--- config.mk ---
export PLATFORM = sky130hd
export DESIGN_NAME = imem_loader
export DESIGN_NICKNAME = d
export VERILOG_FILES = /design/src/rtl/imem_loader.sv
export SDC_FILE = /design/constraint.sdc
export NUM_CORES = 2
export LEC_CHECK = 0
export BUFFER_PORTS_ARGS = -buffer_cell sky130_fd_sc_hd__buf_2
export CORE_MARGIN = 2
export CORE_UTILIZATION = 59
export CTS_BUF_LIST = sky130_fd_sc_hd__clkbuf_8
export DETAILED_ROUTE_END_ITERATION = 6
export PLACE_DENSITY = 0.76
export SLEW_MARGIN = 40
export SYNTH_ARGS = -nofsm -noshare
export SYNTH_HDL_FRONTEND = slang
export SYNTH_SLANG_ARGS = --single-unit
--- constraint.sdc ---
create_clock -name clk -period 4 [get_ports clk]
set_input_delay 1.2 -clock clk [delete_from_list [all_inputs] [get_ports clk]]
set_output_delay 1.2 -clock clk [all_outputs]
set_load 0.05 [all_outputs]
--- src/rtl/imem_loader.sv ---
// rtl/imem_loader.sv - byte-stream loader and registered fetch port for the instruction memory
//
// Purpose : Write side of the DEPTH x DW instruction memory. Bytes arriving on a
//           valid/ready stream are packed MSB-first into DW-bit words and written
//           sequentially from address 0. The CPU is held in reset (cpu_hold) until
//           a load completes. The read side is a registered 1-cycle fetch port.
// Ports   : clk, clkreset       - clock, synchronous active-high reset
//           start, word_count   - load request and number of words (1..DEPTH)
//           byte_valid/data/ready - incoming byte stream handshake
//           busy, done          - load in progress, 1-cycle completion pulse
//           cpu_hold            - keeps the processor in reset
//           words_written       - words written in the current or last load
//           err                 - sticky error (illegal word_count, checksum mismatch)
//           fetch_addr/data     - fetch read port, data registered one cycle after addr
// Options : define LOADER_CHECKSUM_EN to require a trailing XOR checksum byte after
//           the last word; a mismatch sets err and leaves cpu_hold asserted.
module imem_loader #(
   parameter int DEPTH = 64,
   parameter int AW    = 6,
   parameter int DW    = 32
) (
   input  logic          clk,
   input  logic          clkreset,
   input  logic          start,
   input  logic [AW:0]   word_count,
   input  logic          byte_valid,
   input  logic [7:0]    byte_data,
   output logic          byte_ready,
   output logic          busy,
   output logic          done,
   output logic          cpu_hold,
   output logic [AW:0]   words_written,
   output logic          err,
   input  logic [AW-1:0] fetch_addr,
   output logic [DW-1:0] fetch_data
);

   localparam int BPW = DW / 8;
   localparam int BIW = (BPW > 1) ? $clog2(BPW) : 1;
   localparam logic [BIW-1:0] LAST_IDX = BIW'(BPW - 1);
   localparam logic [BIW-1:0] IDX_ONE  = BIW'(1);
   localparam logic [AW:0]    WW_ONE   = (AW + 1)'(1);
   localparam logic [AW-1:0]  PTR_ONE  = AW'(1);
   localparam logic [AW:0]    DEPTH_W  = (AW + 1)'(DEPTH);

`ifdef LOADER_CHECKSUM_EN
   typedef enum logic [1:0] {IDLE, LOAD, CHECK, DONE} state_t;
`else
   typedef enum logic [1:0] {IDLE, LOAD, DONE} state_t;
`endif

   state_t         state, state_nxt;
   logic [AW:0]    count_q;
   logic [AW-1:0]  wr_ptr;
   logic [BIW-1:0] byte_idx;
   logic [DW-1:0]  acc;
   logic [DW-1:0]  acc_next;
   logic [DW-1:0]  mem [DEPTH];
`ifdef LOADER_CHECKSUM_EN
   logic [7:0]     csum;
`endif

   logic xfer;
   logic word_end;
   logic last_word;
   logic start_ok;

   assign xfer      = byte_valid && byte_ready;
   assign start_ok  = start && (word_count != '0) && (word_count <= DEPTH_W);
   // Accumulator after shifting in the current byte; also the word written
   // when this byte completes it.
   assign acc_next  = (acc << 8) | DW'(byte_data);
   assign word_end  = (state == LOAD) && xfer && (byte_idx == LAST_IDX);
   assign last_word = ((words_written + WW_ONE) == count_q);

   always_comb begin
      state_nxt  = state;
      byte_ready = 1'b0;
      busy       = 1'b0;
      done       = 1'b0;
      case (state)
         IDLE: begin
            if (start_ok) state_nxt = LOAD;
         end
         LOAD: begin
            busy       = 1'b1;
            byte_ready = 1'b1;
            if (word_end && last_word) begin
`ifdef LOADER_CHECKSUM_EN
               state_nxt = CHECK;
`else
               state_nxt = DONE;
`endif
            end
         end
`ifdef LOADER_CHECKSUM_EN
         CHECK: begin
            busy       = 1'b1;
            byte_ready = 1'b1;
            if (byte_valid) state_nxt = DONE;
         end
`endif
         DONE: begin
            busy      = 1'b1;
            done      = 1'b1;
            state_nxt = IDLE;
         end
         default: state_nxt = IDLE;
      endcase
   end

   always_ff @(posedge clk) begin
      if (clkreset) begin
         state         <= IDLE;
         count_q       <= '0;
         wr_ptr        <= '0;
         byte_idx      <= '0;
         acc           <= '0;
         words_written <= '0;
         err           <= 1'b0;
         cpu_hold      <= 1'b1;
`ifdef LOADER_CHECKSUM_EN
         csum          <= '0;
`endif
      end else begin
         state <= state_nxt;
         case (state)
            IDLE: begin
               if (start_ok) begin
                  count_q       <= word_count;
                  wr_ptr        <= '0;
                  byte_idx      <= '0;
                  words_written <= '0;
                  err           <= 1'b0;
                  cpu_hold      <= 1'b1;
`ifdef LOADER_CHECKSUM_EN
                  csum          <= '0;
`endif
               end else if (start) begin
                  err <= 1'b1;
               end
            end
            LOAD: begin
               if (xfer) begin
                  acc      <= acc_next;
                  byte_idx <= (byte_idx == LAST_IDX) ? '0 : byte_idx + IDX_ONE;
`ifdef LOADER_CHECKSUM_EN
                  csum     <= csum ^ byte_data;
`endif
                  if (word_end) begin
                     words_written <= words_written + WW_ONE;
                     // Hold the pointer on the final word so a full-depth
                     // load never wraps back to address 0.
                     if (!last_word) wr_ptr <= wr_ptr + PTR_ONE;
                  end
               end
            end
`ifdef LOADER_CHECKSUM_EN
            CHECK: begin
               if (xfer && (byte_data != csum)) err <= 1'b1;
            end
`endif
            DONE: begin
               // err can only be set here by a failed checksum check.
               if (!err) cpu_hold <= 1'b0;
            end
            default: ;
         endcase
      end
   end

   // Memory contents survive reset; only the write strobe is gated by it.
   always_ff @(posedge clk) begin
      if (word_end && !clkreset) mem[wr_ptr] <= acc_next;
   end

   // Read-before-write: a same-edge write to fetch_addr returns the old word.
   always_ff @(posedge clk) begin
      if (clkreset) fetch_data <= '0;
      else          fetch_data <= mem[fetch_addr];
   end

endmodule

==> qor.yml <==
worst_setup_path:
  crit-reg2reg-capture: "mem[31][0]$_DFFE_PP_"
  worstPathRequired_ns: 2.80
  timing.setup.critical_path_class: "reg -> out"
  worst-path-max-fanout: 15
  crit_slowest_cell: "dfxtp_1"
  cp-start-kind: "flop"
  critPathCaptureType: "primary output"
  reg2reg_slack_ns: 1.09
  crit_family: "buffers and inverters"
  critical_path_cell_sequence: "inv_1, ha_1, buf_4, buf_2"
  worstRegToRegCells: 9
  crit_arrival_ns: 2.15
  worst_path_buffer_plus_inverter_count: 3
  reg_to_reg_start: "state[1]$_SDFFE_PP0P_"
  slowest_delay_ns: 0.33
yosys:
  dominantRegCellSynth: "edfxtp_1"
  synth.most_common_cell: "edfxtp_1"
  total_number_of_yosys_warnings: 0
  synthesis.nets: 3622
  synth_top_area_cell: "edfxtp_1"
  synth_cell_type_count: 60
  ys_seq_area_share_pct: 77.60
  ys_top_cells_by_area: "edfxtp_1 (76%), mux4_2 (16%), dfxtp_1 (2.0%)"
  post_synth_inst_count: 3590
  synth_seq_cells: 2130
  syn-cell-area_um2: 81360
  yosys-top-cells-count: "edfxtp_1 (2048), mux4_2 (571), nor2_1 (109)"
  ys_async_sr_fraction_pct: 0
  synthesis.area_per_instance_um2: 22.66
  number_of_flops_mapped_to_enable_cells_by_yosys: 2048
  synth.top_cell.area_share_pct: 75.59
die:
  dieArea_um2: 140900
  row_cnt: 136
  num_io_pins: 69
  die_h_um: 375.4
  floorplan.initialDensity_pct: 59.32
  die_w_um: 375.4
  fp.coreArea_um2: 137200
detailed_routing:
  drtIter0Drc: 5729
  detail_route.wl_per_cell_um: 33.97
  wirelength_mm: 208.7
  detail_route.drc_violations: 0
  ant_nets: 0
  detailedRoute.firstPassIterationCount: 6
  num_vias: 41181
  drt-vias-per-instance: 6.704
placed_design:
  gp_congestion: 0.8161
  hpwlAfterDp_mm: 120.4
  port_buffer_count: 68
  placedInstanceArea_um2: 86480
job:
  cap_violations: 0
pwr:
  power_per_cell_area_nw_per_um2: 477.6
  vdd_ir_drop_max_mv: 0.3900
  power_leakage_uw: 0.03024
clock_tree:
  cts_repair_resize_count: 0
  cts-root-to-sink-buffers: 4
  clkSlewWorstSetupHoldPaths_ns: 0.07
  clock_tree_from_tritoncts: "yes"
  cts-buffers-inserted: 342
  cts-root-buf: "clkbuf_8"
  clock_insertion_delay_worst_skew_ns: 1.04
  cts_hold_buffers: 0
  clock-sinks: 2130
  post-cts-setup-buffers: 0
  htree_levels: 5
global_route:
  grt_first_pass_wirelength_mm: 296.0
  gr-total-overflow: 0
  globalRouteTotalUtil_pct: 30.06
  vias_in_the_first_global_route: 41711
  number_of_antenna_violations_at_the_first_check_in_global_routing: 10
  maximum_number_of_pins_on_one_net_before_global_route_repair: 67
status:
  status: "complete, no violations"
sta:
  worst_pin_slew_ns: 0.8052
  fin_crit_ns: 3.354
  setup_total_negative_slack_ns: 0
  max_frequency_mhz: 298.2
  final.setup_skew_ns: 0.09556
  finalSetupViolations: 0
  relSlewSlack_pct: 46.19
  final.hold.worst_slack_ns: 0.4563
  rsz0062_at_grt: "false"
  finalCritPeriodShare_pct: 83.85
  final_hold_vios: 0
  drv_slew: 0
min_path:
  hold-path-endpoint: "count_q[6]$_SDFFE_PP0P_"
  hold_class: "in -> reg"
  hold_path_startpoint: "word_count[6]"
  hold-path-cell-count: 3
cells_and_area:
  finalNetCount: 4131
  post-route-cell-area_um2: 92710
  areaGrowthSynthToFinish_pct: 13.94
  final_layout_size_suffix_gt1_share_pct: 33.80
==> per-layer routing <==
| layer | part of all wire, % | vias to the layer above | global-route usage [%] |
|---|---|---|---|
| li1 | - | 16271 | - |
| met1 | 35 | 21469 | 40.70 |
| met2 | 48 | 2898 | 46.88 |
| met3 | 13 | 539 | 8.271 |
| met4 | 4.2 | 4 | 12.57 |
| met5 | 0.010 | - | 0 |
==> cell families after synthesis <==
group                    synth area share, %
adder cells (fa/ha/maj)               0.1076
AO/OA/AOI/OAI                          1.815
multiplexers                           17.28
AND/OR/NAND/NOR                        1.856
XOR/XNOR                             0.06459
flip-flops                             77.60
buffers and inverters                  1.275
==> cell type report <==
| class | instances | area, um^2 |
|---|---|---|
| flip-flops and latches | 2130 | 63220 |
| well taps | 1794 | 2245 |
| clock inverters | 215 | 1059 |
| repair buffers | 357 | 3312 |
| diodes | 6 | 15.01 |
| inverters | 7 | 26.28 |
| multi-input cells | 1261 | 17690 |
| clock buffers | 373 | 5134 |
| fillers | 8197 | 44450 |
==> registers in the layout, summed over array words and instances (netlist names) <==
register / flops
err: 1
byte_idx: 2
wr_ptr: 6
state: 2
acc: 24
cpu_hold: 1
mem: 2048
words_written: 7
fetch_data: 32
count_q: 7
==> power by group <==
part	internal, uW	switching (uW)
clock	8970	8230
combinational	905	1450
sequential	24500	248
==> metrics by stage <==
step / cells / worst slack (ns) / power (uW) / utilization, %
2_1_floorplan: 3590 / 0.01337 / 26600 / -
3_3_place_gp: 5548 / 0.08060 / 27490 / 62.99
3_5_place_dp: 5548 / 0.1025 / 27530 / 63.06
4_1_cts: 6136 / 0.5548 / 44430 / 67.57
5_1_grt: 6138 / 0.5084 / 45530 / 67.58
6_report: 6143 / 0.6460 / 44270 / 67.59
==> worst max path at each step <==
stage	start	end	cells past startpoint
after CTS	state[1]$_SDFFE_PP0P_	byte_ready	4
after floorplan	byte_valid	mem[63][0]$_DFFE_PP_	6
after global placement	fetch_addr[0]	fetch_data[20]$_SDFF_PP0_	9
final	state[1]$_SDFFE_PP0P_	byte_ready	4
after detailed placement	fetch_addr[0]	fetch_data[21]$_SDFF_PP0_	10
after global routing	state[1]$_SDFFE_PP0P_	byte_ready	4
==> layout by cell type (no fill, tap or decap), types with 58 or more instances in the layout <==
master       n
mux2i_1    104
nor2_4      64
buf_2       58
clkinv_1    62
nand2_1    102
a21oi_1     86
buf_4      235
mux4_2     571
edfxtp_1  2048
dfxtp_1     58
inv_1      109
buf_12      60
clkbuf_8   373
==> tightest hold or removal path, delay by kind of cell <==
kind	cells	cell delay, ns
buf+inv	1	0.12
mux	1	0.07
simple gates	1	0.07
Power figures use the tool's default switching activity.
